--- config.mk ---
export PLATFORM = sky130hd
export DESIGN_NAME = jk_decoder
export DESIGN_NICKNAME = d
export VERILOG_FILES = /design/src/rtl/jk_decoder.sv
export SDC_FILE = /design/constraint.sdc
export NUM_CORES = 1
export LEC_CHECK = 0
export CORE_MARGIN = 2
export CORE_UTILIZATION = 35
export CTS_CLUSTER_SIZE = 16
export DETAILED_ROUTE_END_ITERATION = 8
export GPL_ROUTABILITY_DRIVEN = 1
export GPL_TIMING_DRIVEN = 0
export MAX_ROUTING_LAYER = met4
export PLACE_DENSITY = 0.58
export SLEW_MARGIN = 25
export SYNTH_ARGS = -nofsm -noshare
export SYNTH_HDL_FRONTEND = slang
export SYNTH_SLANG_ARGS = --single-unit
--- constraint.sdc ---
create_clock -name clk48 -period 2.01 [get_ports clk48]
set_input_delay 0.3015 -clock clk48 [delete_from_list [all_inputs] [get_ports clk48]]
set_output_delay 0.3015 -clock clk48 [all_outputs]
set_load 0.05 [all_outputs]
--- src/rtl/jk_decoder.sv ---
// USB full-speed receive decoder: 4x-oversampled dp/dn -> NRZI-decoded, unstuffed payload bits.
// Define JK_DECODER_INPUT_SYNC_EN to put a two-flop synchronizer ahead of the line register.
module jk_decoder (
    input  logic clk48,
    input  logic reset,
    input  logic dp,
    input  logic dn,
    output logic rx_active,
    output logic bit_out,
    output logic bit_valid,
    output logic done,
    output logic error
);
    localparam int unsigned LINE_W  = 2;
    localparam int unsigned PHASE_W = 2;
    localparam int unsigned CNT_W   = 3;
    localparam int unsigned EOP_W   = 2;

    localparam logic [LINE_W-1:0] LINE_J   = 2'b10;
    localparam logic [LINE_W-1:0] LINE_K   = 2'b01;
    localparam logic [LINE_W-1:0] LINE_SE0 = 2'b00;
    localparam logic [LINE_W-1:0] LINE_SE1 = 2'b11;

    typedef enum logic [2:0] {
        ST_IDLE,
        ST_SYNC,
        ST_PAYLOAD,
        ST_EOP,
        ST_COMPLETE,
        ST_ERROR
    } state_e;

    logic [LINE_W-1:0]  line_in;
    logic [LINE_W-1:0]  line_q, line_prev_q, samp_prev_q, samp_prev_d;
    logic [PHASE_W-1:0] phase_q, phase_d;
    state_e             state_q, state_d;
    logic [CNT_W-1:0]   sync_cnt_q, sync_cnt_d;
    logic [CNT_W-1:0]   ones_cnt_q, ones_cnt_d;
    logic [CNT_W-1:0]   j_cnt_q, j_cnt_d;
    logic [EOP_W-1:0]   eop_cnt_q, eop_cnt_d;
    logic rx_active_q, rx_active_d;
    logic bit_out_q, bit_out_d;
    logic bit_valid_q, bit_valid_d;
    logic done_q, done_d;
    logic error_q, error_d;
    logic edge_c, sample_c, one_c, go_err;
    logic [LINE_W-1:0] sync_exp_c;

`ifdef JK_DECODER_INPUT_SYNC_EN
    logic [LINE_W-1:0] meta1_q, meta2_q;

    // Metastability synchronizer for pins that are asynchronous to clk48.
    always_ff @(posedge clk48) begin
        if (!reset) begin
            meta1_q <= LINE_J;
            meta2_q <= LINE_J;
        end else begin
            meta1_q <= {dp, dn};
            meta2_q <= meta1_q;
        end
    end
    assign line_in = meta2_q;
`else
    assign line_in = {dp, dn};
`endif

    // A transition landing on phase 2 still samples the bit that just ended (line_prev),
    // so an early edge costs no bit; without an edge line_prev equals line_q.
    assign edge_c     = (line_q != line_prev_q);
    assign sample_c   = (phase_q == PHASE_W'(2));
    assign one_c      = (line_prev_q == samp_prev_q);
    assign sync_exp_c = (sync_cnt_q[0] && (sync_cnt_q != CNT_W'(7))) ? LINE_J : LINE_K;

    always_comb begin
        state_d     = state_q;
        phase_d     = edge_c ? PHASE_W'(0) : phase_q + PHASE_W'(1);
        samp_prev_d = sample_c ? line_prev_q : samp_prev_q;
        sync_cnt_d  = sync_cnt_q;
        ones_cnt_d  = ones_cnt_q;
        j_cnt_d     = j_cnt_q;
        eop_cnt_d   = eop_cnt_q;
        rx_active_d = rx_active_q;
        bit_out_d   = bit_out_q;
        bit_valid_d = 1'b0;
        done_d      = 1'b0;
        error_d     = 1'b0;
        go_err      = 1'b0;

        unique case (state_q)
            ST_IDLE: begin
                if (sample_c && (line_prev_q == LINE_K)) begin
                    state_d    = ST_SYNC;
                    sync_cnt_d = CNT_W'(1);
                    ones_cnt_d = CNT_W'(0);
                end
            end
            ST_SYNC: begin
                if (sample_c) begin
                    if (line_prev_q != sync_exp_c) begin
                        state_d = ST_IDLE;
                    end else if (sync_cnt_q == CNT_W'(7)) begin
                        state_d     = ST_PAYLOAD;
                        rx_active_d = 1'b1;
                        ones_cnt_d  = CNT_W'(1);
                    end else begin
                        sync_cnt_d = sync_cnt_q + CNT_W'(1);
                    end
                end
            end
            ST_PAYLOAD: begin
                if (sample_c) begin
                    if (line_prev_q == LINE_SE0) begin
                        state_d   = ST_EOP;
                        eop_cnt_d = EOP_W'(1);
                    end else if (line_prev_q == LINE_SE1) begin
                        go_err = 1'b1;
                    end else if (ones_cnt_q == CNT_W'(6)) begin
                        if (one_c) go_err = 1'b1;
                        else       ones_cnt_d = CNT_W'(0);
                    end else begin
                        bit_valid_d = 1'b1;
                        bit_out_d   = one_c;
                        ones_cnt_d  = one_c ? ones_cnt_q + CNT_W'(1) : CNT_W'(0);
                    end
                end
            end
            ST_EOP: begin
                if (sample_c) begin
                    if ((line_prev_q == LINE_SE0) && (eop_cnt_q < EOP_W'(2))) begin
                        eop_cnt_d = eop_cnt_q + EOP_W'(1);
                    end else if ((line_prev_q == LINE_J) && (eop_cnt_q != EOP_W'(0))) begin
                        state_d     = ST_COMPLETE;
                        done_d      = 1'b1;
                        rx_active_d = 1'b0;
                    end else begin
                        go_err = 1'b1;
                    end
                end
            end
            ST_COMPLETE: state_d = ST_IDLE;
            ST_ERROR: begin
                // Leave only after seven consecutive idle (J) samples.
                if (sample_c) begin
                    if (line_prev_q != LINE_J) begin
                        j_cnt_d = CNT_W'(0);
                    end else if (j_cnt_q == CNT_W'(6)) begin
                        j_cnt_d = CNT_W'(0);
                        state_d = ST_IDLE;
                    end else begin
                        j_cnt_d = j_cnt_q + CNT_W'(1);
                    end
                end
            end
            default: state_d = ST_IDLE;
        endcase

        if (go_err) begin
            state_d     = ST_ERROR;
            error_d     = 1'b1;
            rx_active_d = 1'b0;
            j_cnt_d     = CNT_W'(0);
        end
    end

    always_ff @(posedge clk48) begin
        if (!reset) begin
            line_q      <= LINE_J;
            line_prev_q <= LINE_J;
            samp_prev_q <= LINE_J;
            phase_q     <= PHASE_W'(0);
            state_q     <= ST_IDLE;
            sync_cnt_q  <= CNT_W'(0);
            ones_cnt_q  <= CNT_W'(0);
            j_cnt_q     <= CNT_W'(0);
            eop_cnt_q   <= EOP_W'(0);
            rx_active_q <= 1'b0;
            bit_out_q   <= 1'b0;
            bit_valid_q <= 1'b0;
            done_q      <= 1'b0;
            error_q     <= 1'b0;
        end else begin
            line_q      <= line_in;
            line_prev_q <= line_q;
            samp_prev_q <= samp_prev_d;
            phase_q     <= phase_d;
            state_q     <= state_d;
            sync_cnt_q  <= sync_cnt_d;
            ones_cnt_q  <= ones_cnt_d;
            j_cnt_q     <= j_cnt_d;
            eop_cnt_q   <= eop_cnt_d;
            rx_active_q <= rx_active_d;
            bit_out_q   <= bit_out_d;
            bit_valid_q <= bit_valid_d;
            done_q      <= done_d;
            error_q     <= error_d;
        end
    end

    assign rx_active = rx_active_q;
    assign bit_out   = bit_out_q;
    assign bit_valid = bit_valid_q;
    assign done      = done_q;
    assign error     = error_q;
endmodule
* After elaboration in Yosys (flattened, before gate mapping)
Index checks and enable logic that the tools add are counted.
Widths: inputs -> output; s select.
** Storage, ports and cells
- Output and inout bits :: 5
- Bits in writable memories :: 0
- Memories :: 0
- Logic and storage cells :: 152
- Latch bits :: 0
- Bits in registers :: 27
- Memory bits (read-only) :: 0
** Operators by class
- Muxes and demuxes :: 56
- Reduce and logical (&&, ||, !) cells :: 23
- Divide/modulo/power cells :: 0
- $lt $le $gt $ge :: 1
- Add/sub/neg operators :: 5
- Eq/ne operators :: 45
- Bitwise logic cells :: 7
- Shifts and indexed selects :: 0
- Multiply operators :: 0
** Operators with widths (count)
- $mux 3 :: 28
- $ne 3x3->1 const B :: 13
- $ne 2x2->1 const B :: 17
- $reduce_and 11->1 :: 2
- $mux 1 :: 17
- $pmux 3 s5 :: 1
- $reduce_and 5->1 :: 3
- $eq 3x3->1 const B :: 4
- $mux 2 :: 5
- $add 3x1->3 const B :: 3
- $pmux 3 s3 :: 1
- $reduce_and 9->1 :: 1
- $reduce_bool 2->1 :: 4
- $not 1->1 :: 7
- $reduce_and 7->1 :: 1
- $eq 2x2->1 const B :: 3
- $eq 3x2->1 const B :: 2
- $pmux 3 s2 :: 1
- $reduce_or 5->1 :: 1
- $add 2x1->2 const B :: 2
- $logic_and 1x1->1 :: 4
- $ne 2x2->1 :: 2
- $ne 4x4->1 const B :: 1
- $pmux 1 s2 :: 2
- 11 further kinds :: 12

* Logic depth before layout (Yosys ltp)
Gate-level depths: netlist of run 1.
- Depth in word-level cells :: 9
- Gate-level depth with buffers :: 9
- Depth with buffers taken out :: 8

* Least setup slack after synthesis of run 1
Ideal clock, no wire load.
- Kind :: register to register
- Start :: reg sync_cnt_q[0]
- End :: reg ones_cnt_q[2]
- Clock period less this slack :: 2087 ps
- Data required time :: 1918 ps
- Setup time :: 92 ps
- Data arrival time :: 1994 ps
- Path slack :: -77 ps
- Stages on the path, launching flop included :: 9
- Path buffers :: 0
- Cell sequence :: dfxtp_1 -> ha_1 -> ha_1 -> nand2b_1 -> mux2_4 -> mux2i_4 -> a21oi_2 -> or3_4 -> o32ai_1
** Between the ends
- Longest elaborated chain between the ends :: 6
- Elaborated cells on any way between the ends :: 8
- Those cells by class :: eq/ne (5); mux (1); reduce/logical (2)
** Ends and longest elaborated chain
- start: declaration :: RTL line 37 : logic [CNT_W-1:0] sync_cnt_q, sync_cnt_d;
- start signal: assignment :: RTL line 187 : sync_cnt_q <= sync_cnt_d;
- $ne 3x3->1 :: RTL line 72 : assign sync_exp_c = (sync_cnt_q[0] && (sync_cnt_q != CNT_W'(7))) ? LINE_J : LINE_K;
- $logic_and 1x1->1 :: RTL line 72
- $mux 2 :: RTL line 72
- $ne 2x2->1 :: RTL line 99 : if (line_prev_q != sync_exp_c) begin
- $ne 2x2->1 (no line)
- $reduce_and 9->1 (no line) *
- end signal: assignment :: RTL line 188 : ones_cnt_q <= ones_cnt_d;
- end: declaration :: RTL line 38 : logic [CNT_W-1:0] ones_cnt_q, ones_cnt_d;
Every way passes the cells marked *; elsewhere a longest branch is shown, timed or not.
A chain may end at the register's enable or synchronous reset.

* Final worst setup path of run 1
- Start :: reg sync_cnt_q[0]
- End :: reg ones_cnt_q[1]
The elaborated chain is that of the path after synthesis.

==> results of run 1 <==
synth_stat cells (3+ instances only):
library cell and n:
ha_1 6, clkbuf_1 3, nor3_1 3, o21ai_0 5, buf_2 3, nor2b_1 3, nand3b_1 4, nand2_1 17
nand2b_1 6, dfxtp_1 27, nor2_1 17, a21oi_1 13, nand3_1 4, or2_2 6, and2_1 5, mux2i_1 4
inv_1 6
layout make-up:
| type | count | share of cell area, % |
|---|---|---|
| clock buffer | 4 | 2.53 |
| buffer | 8 | 2.67 |
| timing repair buffer | 10 | 5.34 |
| sequential | 27 | 30.7 |
| multi-input combinational | 134 | 53.7 |
| inverter | 7 | 1.48 |
| tap | 50 | 3.52 |
repair_timing:
item                       in CTS  in global routing
resized for setup               4                  4
pin swaps                       2                  0
setup buffers                   2                  0
setup endpoints to repair       6                  8
hold buffers                    0                  0
layer usage:
metal	global-route usage, %	part of all wire [%]
met1	17.3	47
met2	26.5	49
met3	2.33	2.4
met4	6.32	1.5
met5	-	0
worst max-delay path, cell delays in order (launching register included):
cell and delay (ns):
dfxtp_4 0.37, ha_4 0.16, ha_4 0.15, nand2b_4 0.13, mux2_4 0.32, mux2i_4 0.19
a21oi_4 0.10, or3_4 0.37, o41ai_2 0.20
cell families after synthesis:
| family | Yosys count | share of synthesized area [%] |
|---|---|---|
| and+or+nand+nor | 79 | 29.1 |
| AOI/OAI and AO/OA | 40 | 18.1 |
| DFF | 27 | 36.1 |
| buffers and inverters | 15 | 4.76 |
| muxes | 6 | 5.18 |
| adders and majority gates | 6 | 5.01 |
| xor gates and xnor gates | 3 | 1.75 |
placed cells by master, fill, tap and decap left out, types with 4 or more instances in the layout:
master	netlist	layout
nand2b_1	6	5
and2_1	5	5
or2_2	6	6
a21oi_1	13	13
dfxtp_1	27	24
nor2_1	17	17
clkdlybuf4s50_1	0	8
nand3b_1	4	4
ha_1	6	4
nand2_1	17	17
mux2i_1	4	4
clkbuf_1	3	4
inv_1	6	6
o21ai_0	5	5
registers in the layout (all words and copies together) (netlist names), 2 cells and up:
signal       count
sync_cnt_q       3
line_q           2
phase_q          2
j_cnt_q          3
samp_prev_q      2
eop_cnt_q        2
line_prev_q      2
ones_cnt_q       3
state_q          3
final timing paths:
check	cells after the start	startpoint	endpoint	slack, ns
setup / recovery	8	sync_cnt_q[0]	ones_cnt_q[1]	-0.05
hold / removal	1	phase_q[0]	phase_q[0]	0.42
setup reg to reg	8	sync_cnt_q[0]	ones_cnt_q[1]	-0.05
hold reg to reg	1	phase_q[0]	phase_q[0]	0.42
report_power, final:
group	internal [mW]	leakage [nW]	switching, mW
Sequential	0.565	0.220	0.0256
Clock	0.142	0.0228	0.170
Combinational	0.170	0.422	0.231
==> flow_summary.ini, run 1 <==
[sta]
slew_viol_final = 0
finalClockSkew_ns = 0.00379
setup_viol = 3
rsz0062_at_grt = yes
fin_tns_setup_ns = -0.131
finalCritPeriodShare_pct = 103
whs_ns = 0.417
maxSlewHeadroom_pct = 66.5
finalCriticalPeriod_ns = 2.06
worst_pin_slew_ns = 0.502
hold_viol_final = 0
worst_slack_ns = -0.0532
timing.fmax_ghz = 0.485

[power]
finalPower_mw = 1.30
power.density_mw_per_mm2 = 733
irDropWorstVdd_v = 0.000444
leakage_nw = 0.665

[finish]
multi_input_area_um2 = 956
syn_to_final_growth_pct = 18.8
finalInstanceArea_mm2 = 0.00178
fin_util_pct = 43.8
final_cells = 240
n_fill_cell = 397
nets = 201
drive_gt1_share_pct = 19.5
n_antenna_cell = 0
register_area_um2 = 547

[yosys]
ys.warnings.count = 0
syn_area_per_cell_um2 = 8.51
ys_types = 51
synth_top_area_share_pct = 36.1
syn_nets = 186
postSynthCellCount = 176
async_reset_ff_share_pct = 0
synth_edf_count = 0
ys_seq_area_share_pct = 36.1
synth_ff_type = dfxtp_1
synth_area_mm2 = 0.00150
yosys-top-cells-area = dfxtp_1 36%, ha_1 5.0%, a21oi_1 4.3%
yosysTopAreaCell = dfxtp_1
synth_seq_cells = 27

[floorplan]
core_mm2 = 0.00406
die_y_um = 69.4
start_util_pct = 36.9
die-area_mm2 = 0.00482
rows = 23
fp.dieW_um = 69.4
boundaryPins = 9

[detailed_routing]
drt-initial-drc-count = 39
drc = 0
ant_nets = 0
routed_wl_um = 3410
vias = 1305
wire_per_inst_um = 14.2
dr.pass1.iters = 4
avgViaCountPerCell = 5.44

[setup_path]
worstPathMaxFanout = 4
worstPathRequired_ns = 2.20
startpoint_type = register
cp.arrival_ns = 2.25
crit_path_end_kind = register
crit_type = register to register

[global_routing]
grt_start_max_net_pins = 15
grt_pass1_wl_um = 5870
grt.total_usage_pct = 15.2
grt-ovfl-total = 0
antenna_found_initial = 0
grt_pass1_vias = 1353

[clock_tree]
clock_path_buffers = 2
numClockSinks = 27
clk_latency_ns = 0.28
cts_buffers = 3
clk_pin_slew_ns = 0.09
cts_tree = done
htree_num_levels = 1
cts_root_buf = clkbuf_8

[job]
cap_viol_max_count = 0

[place]
dp_cells = 234
port_buffers = 8
postPlaceCellArea_mm2 = 0.00169
hpwlAfterDp_um = 2510
pre_cts_slack_ns = -0.175
place_congestion = 0.905

[run_status]
violations = setup timing
run_status = complete, but fails checks

[min_path]
hold_path.class = register to register
Power figures use the tool's default switching activity.
==> inputs of run 2 (changes only) <==
GPL_ROUTABILITY_DRIVEN = unset   (was 1)
HOLD_SLACK_MARGIN = 0.12   (was unset)
==> results of run 2 <==
Final layout, timing and power as in run 1 (identical DEF).
==> inputs of run 3 (changes only) <==
PLACE_DENSITY = 0.62   (was 0.58)
==> run 3 against run 2 <==
The run still ends with setup timing left. Die area is the same. First-iteration DRC count grew 90%. Total power decreased by 0.73%. Clock power about the same. Hold slack worse by 0.0013 ns. Sequential cell count did not move. Non-clock buffer count decreased by 1. Final cell count is 0.42% lower. Sequential share of layout area grew 0.30 points. Final area down 0.28%. Utilization fell by 0.12 points. Register-to-register slack better by 0.05 ns. Critical endpoint is now ones_cnt_q[2]. Largest power group unchanged.
==> flow_summary.ini, run 3 (same netlist as run 1, synthesis figures left out) <==
[detailed_routing]
vias = 1244
ant_nets = 0
dr.pass1.iters = 4
routed_wl_um = 3170
wire_per_inst_um = 13.2
drt-initial-drc-count = 74
drc = 0
avgViaCountPerCell = 5.21

[setup_path]
r2r_start = sync_cnt_q[0]
worstPathMaxFanout = 4
crit_type = register to register
worst_r2r_endpoint = ones_cnt_q[2]
worstPathRequired_ns = 2.20
startpoint_type = register
cp.arrival_ns = 2.21
r2r_setup_slack_ns = -0.005
crit_path_end_kind = register
reg2reg_depth = 8

[global_routing]
antenna_found_initial = 0
grt-ovfl-total = 0
grt_pass1_vias = 1195
grt_start_max_net_pins = 15
grt.total_usage_pct = 14.6
grt_pass1_wl_um = 5600

[sta]
rsz0062_at_grt = yes
hold_viol_final = 0
whs_ns = 0.415
setup_viol = 3
worst_pin_slew_ns = 0.534
finalClockSkew_ns = 0.00486
finalCritPeriodShare_pct = 100
slew_viol_final = 0
maxSlewHeadroom_pct = 63.9
finalCriticalPeriod_ns = 2.02
timing.fmax_ghz = 0.496
worst_slack_ns = -0.00548

[floorplan]
core_mm2 = 0.00406
boundaryPins = 9
die-area_mm2 = 0.00482
fp.dieW_um = 69.4
start_util_pct = 36.9
rows = 23
die_y_um = 69.4

[min_path]
min_from = phase_q[0]
hold_depth = 1
hold_path.class = register to register
holdPathEnd = phase_q[0]

[clock_tree]
cts_root_buf = clkbuf_8
clk_latency_ns = 0.27
numClockSinks = 27
cts_buffers = 3
clk_pin_slew_ns = 0.09
clock_path_buffers = 2
htree_num_levels = 1
cts_tree = done

[place]
postPlaceCellArea_mm2 = 0.00169
hpwlAfterDp_um = 2270
place_congestion = 0.824
dp_cells = 234
port_buffers = 8

[finish]
syn_to_final_growth_pct = 18.5
multi_input_area_um2 = 951
n_fill_cell = 403
finalInstanceArea_mm2 = 0.00177
layout_common_cells = 21 x dfxtp_1, 17 x nand2_1, 17 x nor2_1
final_common_cell = dfxtp_1
nets = 200
register_area_um2 = 551
n_antenna_cell = 0
final_cells = 239
drive_gt1_share_pct = 21.2

[job]
cap_viol_max_count = 0

[power]
power.density_mw_per_mm2 = 729
irDropWorstVdd_v = 0.000305
leakage_nw = 0.666

[run_status]
violations = setup timing
run_status = complete, but fails checks
run 3: cell count changes in the layout (fill, tap and decap cells not counted), sizes merged:
cell    change
clkbuf      -1
run 3: power breakdown:
group          switching [mW]  internal, mW
clock                   0.171         0.142
sequential             0.0257         0.565
combinational           0.221         0.169
run 3: cell type report:
class / instances / area share [%]
Tap cell: 50 / 3.53
Clock buffer: 4 / 2.54
Sequential cell: 27 / 31.0
Inverter: 7 / 1.48
Timing Repair Buffer: 10 / 5.36
Multi-Input combinational cell: 134 / 53.6
Buffer: 7 / 2.47
run 3: what timing repair did:
item                                    CTS  global route
gates resized for setup                   3             8
pin swaps                                 1             1
setup buffers                             2             0
endpoints found under the setup margin    5            12
hold buffers                              0             0
cloned                                    0             0
run 3: how the worst max path moves through the flow:
stage	startpoint	endpoint	slack, ns	cells after the start
after detailed placement	sync_cnt_q[0]	ones_cnt_q[0]	-0.1	8
after CTS	sync_cnt_q[0]	ones_cnt_q[1]	-0.02	8
after global routing	sync_cnt_q[0]	sync_cnt_q[2]	-0.11	8
after global placement	sync_cnt_q[0]	ones_cnt_q[0]	-0.1	8
after floorplan	sync_cnt_q[0]	ones_cnt_q[0]	0.003	8
final	sync_cnt_q[0]	ones_cnt_q[2]	-0.005	8
run 3: per-stage QoR:
| step | utilization [%] | setup WS, ns | setup TNS [ns] | total power [mW] |
|---|---|---|---|---|
| floorplan | - | 0.00280 | 0 | 0.905 |
| global placement | 41.7 | -0.0965 | -0.237 | 0.981 |
| detailed placement | 41.7 | -0.0980 | -0.309 | 0.983 |
| CTS | 43.3 | -0.0225 | -0.0815 | 1.30 |
| global route | 43.7 | -0.112 | -0.472 | 1.39 |
| finish | 43.7 | -0.00548 | -0.0107 | 1.29 |
run 3: routing by layer:
metal	vias to the layer above	part of all wire (%)	track usage, %
met3	4	1.5	1.74
met2	11	45	22.4
met4	0	1.6	5.23
met1	582	52	19.9
met5	-	0	-
li1	647	-	-
run 3: critical path: stages, from the launching register on:
cell	delay, ns
dfxtp_4	0.36
ha_4	0.16
ha_4	0.15
nand2b_4	0.13
mux2_4	0.32
mux2i_4	0.15
a21oi_2	0.10
or3_4	0.37
o32ai_2	0.20
